==> config.mk <==
export PLATFORM = sky130hd
export DESIGN_NAME = bmp_loader
export DESIGN_NICKNAME = d
export VERILOG_FILES = /design/src/rtl/bmp_loader.sv
export SDC_FILE = /design/constraint.sdc
export NUM_CORES = 2
export LEC_CHECK = 0
export CORE_AREA = 2 2 620 622
export CTS_CLUSTER_SIZE = 40
export DETAILED_ROUTE_END_ITERATION = 12
export DIE_AREA = 0 0 622 624
export SETUP_SLACK_MARGIN = 0.15
export SYNTH_ARGS = -nofsm -noshare
export SYNTH_HDL_FRONTEND = slang
export SYNTH_SLANG_ARGS = --single-unit
==> constraint.sdc <==
create_clock -name clk -period 6 [get_ports clk]
set_input_delay 0.6 -clock clk [delete_from_list [all_inputs] [get_ports clk]]
set_output_delay 0.6 -clock clk [all_outputs]
set_load 0.02 [all_outputs]
==> src/rtl/bmp_loader.sv <==
// Bitmap loader: fetches ROWS rows of WIDTH bits from a narrow memory port,
// packs them into one wide image and hands it to the consumer with a wren strobe.
module bmp_loader #(
    parameter int ROWS   = 64,
    parameter int WIDTH  = 24,
    parameter int ADDR_W = 16
) (
    input  logic                    clk,
    input  logic                    rst,
    input  logic                    start,
    input  logic [ADDR_W-1:0]       base_addr,
    input  logic                    consumer_ready,
    output logic                    mem_rd,
    output logic [ADDR_W-1:0]       mem_addr,
    input  logic [WIDTH-1:0]        mem_rdata,
    input  logic                    mem_valid,
    output logic [ROWS*WIDTH-1:0]   bmpout,
    output logic                    wren,
    output logic                    busy,
    output logic                    done
);

    localparam int CNT_W = $clog2(ROWS) + 1;
    localparam logic [CNT_W-1:0] LAST_ROW = CNT_W'(ROWS - 1);

    typedef enum logic [1:0] {
        IDLE = 2'd0,
        READ = 2'd1,
        HOLD = 2'd2,
        LOAD = 2'd3
    } state_t;

    state_t                  state_r;
    logic [CNT_W-1:0]        row_cnt_r;
    logic [ADDR_W-1:0]       addr_r;
    logic [ROWS*WIDTH-1:0]   bmp_r;
    logic                    mem_rd_r;
    logic                    wren_r;
    logic                    busy_r;
    logic                    accept_s;

    // A row is taken only while reading; mem_valid elsewhere is ignored.
    assign accept_s = (state_r == READ) && mem_valid;

    // Control FSM: sequencing, row counter, address pointer and registered strobes.
    always_ff @(posedge clk) begin
        if (rst) begin
            state_r   <= IDLE;
            row_cnt_r <= {CNT_W{1'b0}};
            addr_r    <= {ADDR_W{1'b0}};
            mem_rd_r  <= 1'b0;
            wren_r    <= 1'b0;
            busy_r    <= 1'b0;
        end else begin
            case (state_r)
                IDLE: begin
                    wren_r <= 1'b0;
                    if (start) begin
                        state_r   <= READ;
                        addr_r    <= base_addr;
                        row_cnt_r <= {CNT_W{1'b0}};
                        mem_rd_r  <= 1'b1;
                        busy_r    <= 1'b1;
                    end else begin
                        mem_rd_r <= 1'b0;
                        busy_r   <= 1'b0;
                    end
                end
                READ: begin
                    if (accept_s) begin
                        row_cnt_r <= row_cnt_r + CNT_W'(1);
                        addr_r    <= addr_r + ADDR_W'(1);
                        if (row_cnt_r == LAST_ROW) begin
                            state_r  <= HOLD;
                            mem_rd_r <= 1'b0;
                        end else begin
                            mem_rd_r <= 1'b1;
                        end
                    end else begin
                        mem_rd_r <= 1'b1;
                    end
                end
                HOLD: begin
                    mem_rd_r <= 1'b0;
                    if (consumer_ready) begin
                        state_r <= LOAD;
                        wren_r  <= 1'b1;
                    end else begin
                        wren_r <= 1'b0;
                    end
                end
                LOAD: begin
                    state_r  <= IDLE;
                    wren_r   <= 1'b0;
                    busy_r   <= 1'b0;
                    mem_rd_r <= 1'b0;
                end
                default: begin
                    state_r  <= IDLE;
                    mem_rd_r <= 1'b0;
                    wren_r   <= 1'b0;
                    busy_r   <= 1'b0;
                end
            endcase
        end
    end

    // Image register: untouched rows keep the previous image, it is never cleared on start.
    always_ff @(posedge clk) begin
        if (rst) begin
            bmp_r <= {(ROWS*WIDTH){1'b0}};
        end else if (accept_s) begin
            bmp_r[int'(row_cnt_r)*WIDTH +: WIDTH] <= mem_rdata;
        end else begin
            bmp_r <= bmp_r;
        end
    end

    assign mem_rd   = mem_rd_r;
    assign mem_addr = addr_r;
    assign bmpout   = bmp_r;
    assign wren     = wren_r;
    assign done     = wren_r;
    assign busy     = busy_r;

endmodule

==> insert_results.sql <==
INSERT INTO impl_metrics (metric_group, metric, value, unit) VALUES
('final_layout', 'stdcell_area', '90500', 'sq um'),
('power_and_ir_drop', 'irDropWorstVdd', '0.000375', 'V'),
('final_layout', 'drive_gt1_share', '11.0', '%'),
('yosys', 'postSynthAreaPerCell', '8.93', 'sq um'),
('floorplanning', 'fp.coreArea', '381000', 'sq um'),
('cts', 'ctsLongestPathBuffers', '4', ''),
('hold_path', 'worst_hold_endpoint', 'bmpout[949]$_SDFFE_PP0P_', ''),
('final_layout', 'final_net_count', '8446', ''),
('setup_path', 'regToRegEndpoint', 'bmpout[565]$_SDFFE_PP0P_', ''),
('yosys', 'synth.most_common_cell', 'sky130_fd_sc_hd__dfxtp_1', ''),
('sta', 'setup_viol_count_final', '0', ''),
('sta', 'timing_worst_slew_pin_value', '1420', 'ps'),
('sta', 'report.final.slew_viol_count', '0', ''),
('setup_path', 'max_stage_delay', '1290', 'ps'),
('power_and_ir_drop', 'power_per_cell_area', '346', 'nW/um^2'),
('setup_path', 'crit_chain', 'ha_1, fa_1, a211oi_1, o21bai_1, a221o_2, nor3_1, ha_1, a31oi_4, buf_4, nand3_1, nor3_1, nand2_1, a21oi_1', ''),
('floorplanning', 'die_height', '624', 'um'),
('flow_run', 'max_cap_viols', '0', ''),
('setup_path', 'crit_path_end_kind', 'register', ''),
('setup_path', 'cp_data_arrival_time', '6390', 'ps'),
('routing', 'drt_wl_total', '422000', 'um'),
('cts', 'cts.sink_count', '1564', ''),
('floorplanning', 'start_util', '15.9', '%'),
('grt', 'grt_pass1_vias', '55400', ''),
('sta', 'totalNegativeSetupSlack', '0', 'ps'),
('final_layout', 'layout-area-overhead-vs-synth', '49.2', '%'),
('setup_path', 'worst_path_max_delay_cell', 'sky130_fd_sc_hd__nor3_1', ''),
('routing', 'first_pass_iters', '6', ''),
('yosys', 'post_synth_instance_area', '60600', 'sq um'),
('cts', 'cts-resized-gates', '0', ''),
('routing', 'route.detailed.vias_per_inst', '4.39', ''),
('yosys', 'synth_top_cells_by_area', 'sky130_fd_sc_hd__dfxtp_1 52%, sky130_fd_sc_hd__nand2_1 6.8%, sky130_fd_sc_hd__mux2i_1 6.3%', ''),
('cts', 'tritoncts', 'built', ''),
('routing', 'initialDrtViolationCount', '5716', ''),
('sta', 'clock_tree_skew_after_final_layout', '76.2', 'ps'),
('floorplanning', 'placementRows', '227', ''),
('grt', 'grt.overflow.total', '0', ''),
('cts', 'ctsHoldBuffers', '0', ''),
('yosys', 'post_synth_num_cell_types', '87', ''),
('placement', 'hpwlAfterDp', '327000', 'um'),
('setup_path', 'path_class', 'register to register', ''),
('setup_path', 'worstPathRequired', '6810', 'ps'),
('yosys', 'synth-warning-count', '0', ''),
('yosys', 'yosys_register_bits', '1564', ''),
('placement', 'gp_routability_congestion', '0.903', ''),
('run_status', 'outcome', 'complete, no violations', ''),
('sta', 'timing.max_slew.rel_slack', '5.57', '%'),
('grt', 'groute.usage.overall', '20.6', '%'),
('cts', 'cts.reportedPaths.clkPinSlew', '60', 'ps'),
('routing', 'via_count', '59600', ''),
('floorplanning', 'floorplan.die_area', '388000', 'sq um'),
('sta', 'timing.final.crit_period', '5580', 'ps'),
('floorplanning', 'dieWidth', '622', 'um'),
('setup_path', 'timing.critical_path.from', 'row_cnt_r[1]$_SDFFE_PP0P_', ''),
('hold_path', 'holdCritPathClass', 'input port to register', ''),
('cts', 'cts_htree_levels', '4', ''),
('cts', 'clock_insertion_delay_worst_skew', '880', 'ps'),
('yosys', 'synth_largest_type_area_fraction', '51.6', '%'),
('sta', 'rsz0062_at_grt', 'no', ''),
('yosys', 'synth.net_count', '6857', ''),
('placement', 'placement.cell_area', '84100', 'sq um'),
('grt', 'initial_antenna_violation_count', '52', ''),
('setup_path', 'worst_path_dominant_cell_family', 'simple AND/OR/NAND/NOR gates', ''),
('placement', 'io_buffer_count', '1600', ''),
('sta', 'timing.final.crit_share', '93.0', '%'),
('yosys', 'synthCells', '6794', ''),
('floorplanning', 'i_o_pin_count', '1601', ''),
('setup_path', 'timing.critical_path.buf_inv', '1', ''),
('routing', 'routed_antenna_nets', '0', ''),
('routing', 'post_drt_wl_per_cell', '31.1', 'um'),
('power_and_ir_drop', 'p_leak', '29.1', 'nW');
==> final cells by class <==
class,instances,area (sq um)
Inverter,14,57.6
Clock buffer,256,5350
Timing Repair Buffer,1906,18600
Sequential cell,1564,31300
Multi-Input combinational cell,4708,27800
Antenna cell,7,17.5
Clock inverter,85,1020
Tap cell,5038,6300
Fill cell,41300,291000
==> worst max path at each step <==
stage,endpoint,cells past startpoint
after global routing,bmpout[687]$_SDFFE_PP0P_,14
after detailed placement,bmpout[289]$_SDFFE_PP0P_,14
after CTS,bmpout[291]$_SDFFE_PP0P_,14
final,bmpout[565]$_SDFFE_PP0P_,13
after global placement,bmpout[289]$_SDFFE_PP0P_,14
after floorplan,bmpout[447]$_SDFFE_PP0P_,15
==> registers in the layout (all words and copies together) (netlist names) <==
signal	count
mem_rd	1
state_r	2
mem_addr	16
bmpout	1536
done	1
row_cnt_r	7
busy	1
==> layer usage <==
layer,track usage (%),vias up,part of all wire (%)
li1,-,26900,-
met1,24.7,29000,40
met2,34.3,3019,47
met3,5.67,614,8.4
met4,9.27,2,5.2
met5,0,-,0.0031
==> stage by stage <==
| stage | hold WS (ps) | setup WS [ps] | cells | total power, W | util [%] |
|---|---|---|---|---|---|
| 2_1_floorplan | 511 | 1630 | 6794 | 0.0141 | - |
| 3_3_place_gp | 437 | 495 | 13200 | 0.0196 | 22.1 |
| 3_5_place_dp | 443 | 430 | 13200 | 0.0196 | 22.1 |
| 4_1_cts | 103 | 341 | 13600 | 0.0317 | 23.7 |
| 5_1_grt | 153 | 175 | 13600 | 0.0322 | 23.7 |
| 6_report | 163 | 418 | 13600 | 0.0313 | 23.7 |
==> power by group <==
part           switching [W]  total [W]  internal [W]  leakage (nW)
registers          0.0000915     0.0106        0.0105          12.6
clock network        0.00508     0.0120       0.00695          3.10
logic                0.00703    0.00870       0.00167          13.4
==> logic make-up (layout without fill, tap and decap cells) <==
family                     count (synthesis)  count (layout)  share of synthesized area, %
and+or+nand+nor                         2762            2762                          20.9
DFF                                     1564            1564                          51.6
AOI/OAI and AO/OA                       1455            1455                          15.6
buffers and inverters                    522            2261                          3.50
muxes                                    454             454                          7.64
xor gates and xnor gates                  19              19                         0.347
adders and majority gates                 18              18                         0.384
other                                      0               7                             0
==> cell usage in the layout (no fill, tap or decap), drive strengths merged, types with 17 or more instances in the layout <==
cell type / count
clkdlybuf4s50: 1599
dfxtp: 1564
nand2: 1099
nor2: 865
a21oi: 638
mux2i: 383
nand3: 377
buf: 307
a211oi: 293
clkbuf: 256
nor3: 165
a22o: 150
o21ai: 125
a22oi: 81
mux2: 71
nor2b: 55
and3: 38
clkinv: 36
or3: 32
inv: 32
nand2b: 28
nand4: 28
nor4: 28
and2: 27
a32o: 21
o2bb2ai: 17
ha: 17
o31ai: 17
==> repair_timing <==
item / in CTS / in global routing
buffers inserted: 0 / 1
endpoints found under the setup margin: 0 / 6
hold endpoints to repair: 0 / 0
Power figures use the tool's default switching activity.
